File: config.mk
export PLATFORM = sky130hd
export DESIGN_NAME = ascon_ti_unmask
export DESIGN_NICKNAME = d
export VERILOG_FILES = /design/src/rtl/ascon_ti_unmask.sv
export SDC_FILE = /design/constraint.sdc
export NUM_CORES = 2
export LEC_CHECK = 0
export ABC_AREA = 1
export BUFFER_PORTS_ARGS = -buffer_cell sky130_fd_sc_hd__buf_2
export CAP_MARGIN = 20
export CORE_AREA = 2 2 555 557
export CTS_CLUSTER_DIAMETER = 200
export CTS_CLUSTER_SIZE = 16
export DETAILED_ROUTE_END_ITERATION = 10
export DIE_AREA = 0 0 557 559
export SLEW_MARGIN = 30
export SYNTH_ARGS = -nofsm -noshare
export SYNTH_HDL_FRONTEND = slang
export SYNTH_SLANG_ARGS = --single-unit
File: constraint.sdc
create_clock -name clk -period 3.4 [get_ports clk]
set_input_delay 0.34 -clock clk [delete_from_list [all_inputs] [get_ports clk]]
set_output_delay 0.34 -clock clk [all_outputs]
set_load 0.01 [all_outputs]
File: src/rtl/ascon_ti_unmask.sv
// Share recombiner for the 4-share TI Ascon state: one 64-bit lane per two cycles,
// mask-refreshed two-level XOR tree, zeroizing every share register on completion or flush.
module ascon_ti_unmask (
  input  logic         clk,
  input  logic         rst_n,
  input  logic         in_valid,
  output logic         in_ready,
  input  logic [319:0] in_share0,
  input  logic [319:0] in_share1,
  input  logic [319:0] in_share2,
  input  logic [319:0] in_share3,
  input  logic [63:0]  rnd,
  input  logic         flush,
  output logic         out_valid,
  input  logic         out_ready,
  output logic [63:0]  out_data,
  output logic [2:0]   out_idx,
  output logic         out_last
);

  typedef enum logic [1:0] {IDLE, ST_A, ST_B} state_t;

  state_t        state_q, state_d;
  logic [2:0]    idx_q, idx_d;
  logic [319:0]  sh0_q, sh0_d, sh1_q, sh1_d, sh2_q, sh2_d, sh3_q, sh3_d;
  logic [63:0]   a_q, a_d, b_q, b_d;

  // Lane 0 (x0) sits in the most significant 64 bits.
  function automatic logic [63:0] lane_sel(input logic [319:0] sh, input logic [2:0] idx);
    case (idx)
      3'd0:    return sh[319:256];
      3'd1:    return sh[255:192];
      3'd2:    return sh[191:128];
      3'd3:    return sh[127:64];
      default: return sh[63:0];
    endcase
  endfunction

  always_comb begin
    state_d = state_q;
    idx_d   = idx_q;
    sh0_d   = sh0_q;
    sh1_d   = sh1_q;
    sh2_d   = sh2_q;
    sh3_d   = sh3_q;
    a_d     = a_q;
    b_d     = b_q;
    if (flush) begin
      state_d = IDLE;
      idx_d   = '0;
      sh0_d   = '0;
      sh1_d   = '0;
      sh2_d   = '0;
      sh3_d   = '0;
      a_d     = '0;
      b_d     = '0;
    end else begin
      case (state_q)
        IDLE: begin
          if (in_valid) begin
            sh0_d   = in_share0;
            sh1_d   = in_share1;
            sh2_d   = in_share2;
            sh3_d   = in_share3;
            idx_d   = '0;
            state_d = ST_A;
          end
        end
        ST_A: begin
          // Pairs {0,1} and {2,3} stay in separate cones until after a_q/b_q.
          a_d     = lane_sel(sh0_q, idx_q) ^ lane_sel(sh1_q, idx_q) ^ rnd;
          b_d     = lane_sel(sh2_q, idx_q) ^ lane_sel(sh3_q, idx_q) ^ rnd;
          state_d = ST_B;
        end
        ST_B: begin
          if (out_ready) begin
            if (idx_q == 3'd4) begin
              sh0_d   = '0;
              sh1_d   = '0;
              sh2_d   = '0;
              sh3_d   = '0;
              a_d     = '0;
              b_d     = '0;
              idx_d   = '0;
              state_d = IDLE;
            end else begin
              idx_d   = idx_q + 3'd1;
              state_d = ST_A;
            end
          end
        end
        default: state_d = IDLE;
      endcase
    end
  end

  always_ff @(posedge clk or negedge rst_n) begin
    if (!rst_n) begin
      state_q <= IDLE;
      idx_q   <= '0;
      sh0_q   <= '0;
      sh1_q   <= '0;
      sh2_q   <= '0;
      sh3_q   <= '0;
      a_q     <= '0;
      b_q     <= '0;
    end else begin
      state_q <= state_d;
      idx_q   <= idx_d;
      sh0_q   <= sh0_d;
      sh1_q   <= sh1_d;
      sh2_q   <= sh2_d;
      sh3_q   <= sh3_d;
      a_q     <= a_d;
      b_q     <= b_d;
    end
  end

  assign in_ready  = (state_q == IDLE);
  assign out_valid = (state_q == ST_B);
  assign out_data  = out_valid ? (a_q ^ b_q) : 64'd0;
  assign out_idx   = idx_q;
  assign out_last  = out_valid && (idx_q == 3'd4);

endmodule

==> impl.org <==
** Outcome
- Result of the run :: finished clean

** Floorplanning
- 1419 I/O pins were placed.
- The die is 557 µm wide.
- The initial utilization of the core area, before any placement, comes to 0.245.
- Placement Rows :: 203
- Die Footprint :: 0.311 mm²
- Area inside the core boundary :: 0.305 mm²
- Y dimension of the die :: 559 µm

** Logic synthesis
- Fraction of the mapped netlist area in compound gates :: 0.107
- Most area-consuming cells after synthesis :: sky130_fd_sc_hd__dfrtp_1, sky130_fd_sc_hd__nand3_1, sky130_fd_sc_hd__nand2_1
- Synth Net Count :: 11500
- Xor/xnor cell area share of the yosys netlist :: 0.00750
- Of the total synthesized cell area, the portion taken by AND, OR, NAND and NOR gates is 0.341.
- Combinational family with the most area after synthesis :: simple AND/OR/NAND/NOR gates
- For this run, the register share of the synthesized area comes to 0.473.
- Distinct cell type count of the synthesized netlist :: 24
- Dominant cell type by area after synthesis :: sky130_fd_sc_hd__dfrtp_1
- Synthesized area per cell :: 7.38 µm²
- The cell area that synthesis handed to floorplanning was 0.0748 mm².
- The Yosys step of the flow raised 0 warnings.
- Measured against the total synthesized area, the mux share comes to 0.
- After synthesis the netlist holds a flip-flop and latch count of 1413.
- Count of mapped cells out of synthesis :: 10100
- Of the total synthesized cell area, the portion taken by full adders, half adders and majority gates is 0.000837.
- Of the post-synthesis cell area, the dominant cell type holds 0.473.

** Routing
- DR pass1 iterations :: 9
- DRC violations left :: 0
- Drt total wl :: 433000 µm
- Dividing the detail-routed wire length by the instance count gives 26.0 µm.
- Across all layers, the routed design uses 85700 vias.
- Detailed Route Iter0 Violations :: 11400
- Count of antenna-violating nets left after detailed routing :: 0
- Post-DR vias/cell :: 5.15

** Clock tree
- The later pin in the worst-skew pair is clocked with a latency of 860 ps.
- TritonCTS built the clock tree.
- The clock passes through at most 4 buffers.
- After clock tree synthesis, the setup repair step added 0 buffers.
- CTS placed an instance of sky130_fd_sc_hd__clkbuf_16 at the clock tree root.
- In this run the number of H-tree levels came out at 3.
- After clock tree synthesis, the clock-pin slew on the worst setup and hold paths is 90 ps.
- Counting the buffers created by CTS gives 103.
- For this design, the sink count on the clock tree is 1413.
- Number of instances resized during post-cts repair :: 0
- Number of buffers added to fix hold violations after cts :: 1345

** Critical path
- The largest single stage delay on the critical path is 460 ps.
- Most prevalent standard cell on the critical path :: sky130_fd_sc_hd__nor2_1
- STA classifies the critical path startpoint as a flip-flop.
- Dominant delay contributor by cell family on the critical path :: buffers and inverters
- Flop-to-flop setup slack :: 380 ps
- Cell with the biggest individual delay on the critical path :: sky130_fd_sc_hd__dfrtp_1
- Worst Setup Path Type :: reg2out
- The startpoint identified for the worst register-to-register timing path is out_idx[2].
- Biggest fanout along the worst timing path :: 65
- Endpoint of the lowest-slack register-to-register path :: b_q[30]
- Worst path buffer plus inverter count :: 5
- For the worst setup path, the data required time is 3060 ps.
- Worst path cell trace :: inv_1 > nor2_1 > buf_4 > inv_4 > buf_12 > nor2_1 > buf_2
- Critical path endpoint category :: output pin
- Data arrival at the endpoint of the critical path :: 2750 ps
- The worst register-to-register path has a depth of 12.

** Layout
- Commonest cells after routing, fill and taps aside :: sky130_fd_sc_hd__nand2_1, sky130_fd_sc_hd__nand3_1, sky130_fd_sc_hd__buf_2
- Util after Layout :: 0.335
- The area growth from synthesis to layout is 36.8%.
- In the final design database the tool counted 13800 nets.
- Leaving out fill and tap cells, the most frequent cell in the layout is sky130_fd_sc_hd__nand2_1.
- Fraction of layout cells with a size suffix above 1 :: 0.142

** Global route
- For this run, the total global-route usage over all layers was measured as 0.266.
- Number of global-route vias before repair :: 80700
- The total overflow left after global routing is 0.
- Entering global routing, the biggest net connects 181 pins.
- Wire length of the first global-routing pass :: 600000 µm
- The number of antenna violations at the first check in global routing was 204.

** Power
- The share of total power dissipated in the clock network is 0.254.
- In this run the static leakage power is 53.0 nW.
- Of the total power, combinational logic draws 0.315.
- Switching Power :: 18.3 mW
- Maximum vdd ir drop :: 0.354 mV
- Sequential share of power :: 0.431
- Cell internal pwr :: 29.7 mW
- Post-layout power :: 48.0 mW
- P per Cell Area :: 469 mW/mm²
- Of the total power, the share spent switching nets is 0.382.

** Place
- Input and output buffers added on the ports amount to 1418.
- Routability-driven placement congestion ratio :: 0.963
- The HPWL after detailed placement is 314000 µm.
- Worst slack at placement :: 466 ps

** Timing
- The max-slew violation count came to 0.
- For the finished layout, the period the worst path requires is 3090 ps.
- Max Clk Rate :: 0.324 GHz
- Setup violations remaining at the end of the flow were counted as 0.
- Summed over all failing endpoints, the final setup total negative slack is 0 ps.
- Unrepaired setup endpoints after global routing :: false
- Final hold violations :: 0
- Worst hold margin :: 90.6 ps
- Dividing the final minimum period by the clock period gives 0.908.
- Transition time at the pin with the least slew margin :: 1020 ps
- After layout, the worst setup slack is 312 ps.
- Headroom to the max-slew limit came out at 0.323.
- Worst clock skew on the final layout :: 65.9 ps

** Min path
- Hold depth :: 4
- Startpoint of the lowest-slack hold path :: rnd[47]
- The path with the worst hold slack has its endpoint at b_q[47].
- The path class of the tightest hold or removal check is in2reg.

** Flow run
- The tool flagged a number of max-cap violations equal to 0.
## kinds of logic (layout without fill, tap and decap cells)
group	after synthesis	in the layout
buf+inv	1144	3422
simple gates	5973	5973
flops	1413	1413
xor+xnor	64	64
other cells	0	134
fa+ha+maj	5	5
compound gates	1541	1541
## flip-flops by register name, indices dropped and copies added, names as in the netlist
register	flops
sh0_q	320
b_q	64
sh2_q	320
sh3_q	320
out_idx	3
sh1_q	320
a_q	64
state_q	2
## worst register-to-register path, delay by kind of cell, from the launching register on
kind	cells	cell delay (ps)
buffers and inverters	3	1100
adders and majority gates	1	370
DFF	1	540
and+or+nand+nor	8	980
## Yosys cell counts
master                     count
sky130_fd_sc_hd__a21oi_1       1
sky130_fd_sc_hd__buf_1        64
sky130_fd_sc_hd__buf_2        96
sky130_fd_sc_hd__buf_4        72
sky130_fd_sc_hd__buf_6        76
sky130_fd_sc_hd__buf_8         1
sky130_fd_sc_hd__clkbuf_1    503
sky130_fd_sc_hd__clkbuf_4      3
sky130_fd_sc_hd__dfrtp_1    1413
sky130_fd_sc_hd__ha_1          5
sky130_fd_sc_hd__inv_1       326
sky130_fd_sc_hd__inv_2         3
sky130_fd_sc_hd__nand2_1    2821
sky130_fd_sc_hd__nand3_1    2435
sky130_fd_sc_hd__nand3b_2      1
sky130_fd_sc_hd__nor2_1      712
sky130_fd_sc_hd__nor2_2        1
sky130_fd_sc_hd__nor2_4        2
sky130_fd_sc_hd__nor3_1        1
sky130_fd_sc_hd__o21ai_0    1111
sky130_fd_sc_hd__o21ai_1     300
sky130_fd_sc_hd__o21bai_1    128
sky130_fd_sc_hd__o22ai_1       1
sky130_fd_sc_hd__xnor2_1      64
## through the flow
stage,cell area (µm²),cells
final,102000,16700
after global routing,102000,16600
after CTS,102000,16500
after detailed placement,85800,15100
after global placement,85800,15100
after floorplan,74800,10100
## cell type report
| class | count | area [µm²] |
|---|---|---|
| fillers | 31900 | 203000 |
| flip-flops and latches | 1413 | 35400 |
| multi-input cells | 7583 | 34200 |
| repair buffers | 2983 | 23300 |
| well taps | 4100 | 5130 |
| clock buffers | 106 | 2630 |
| inverters | 329 | 1260 |
| diodes | 134 | 335 |
| clock inverters | 4 | 66.3 |
## power by group through the flow
stage,Sequential (mW),Combinational (mW),Clock [mW]
finish,20.7,15.1,12.2
global route,20.9,16.4,12.9
CTS,20.6,14.8,12.4
detailed placement,20.9,13.4,0
global placement,20.9,13.2,0
floorplan,20.2,7.98,0
## how the worst max path moves through the flow
stage               depth (start not counted)  slack (ps)       start           end
global placement                           12         520  out_idx[2]        b_q[8]
global route                                9         290  out_idx[2]       b_q[39]
detailed placement                         12         470  out_idx[2]        b_q[9]
finish                                      7         310  state_q[1]  out_data[46]
CTS                                         7         330  state_q[1]  out_data[46]
floorplan                                  14         990  out_idx[2]       b_q[14]
## routing by layer
| layer | wire, µm | vias to the layer above | GRT usage |
|---|---|---|---|
| li1 | - | 38200 | - |
| met4 | 23400 | 116 | 0.128 |
| met3 | 50600 | 1045 | 0.0887 |
| met5 | 767 | - | 0.000154 |
| met1 | 188000 | 41300 | 0.374 |
| met2 | 170000 | 5112 | 0.359 |
Note: power is estimated with default switching activity, not from simulation.
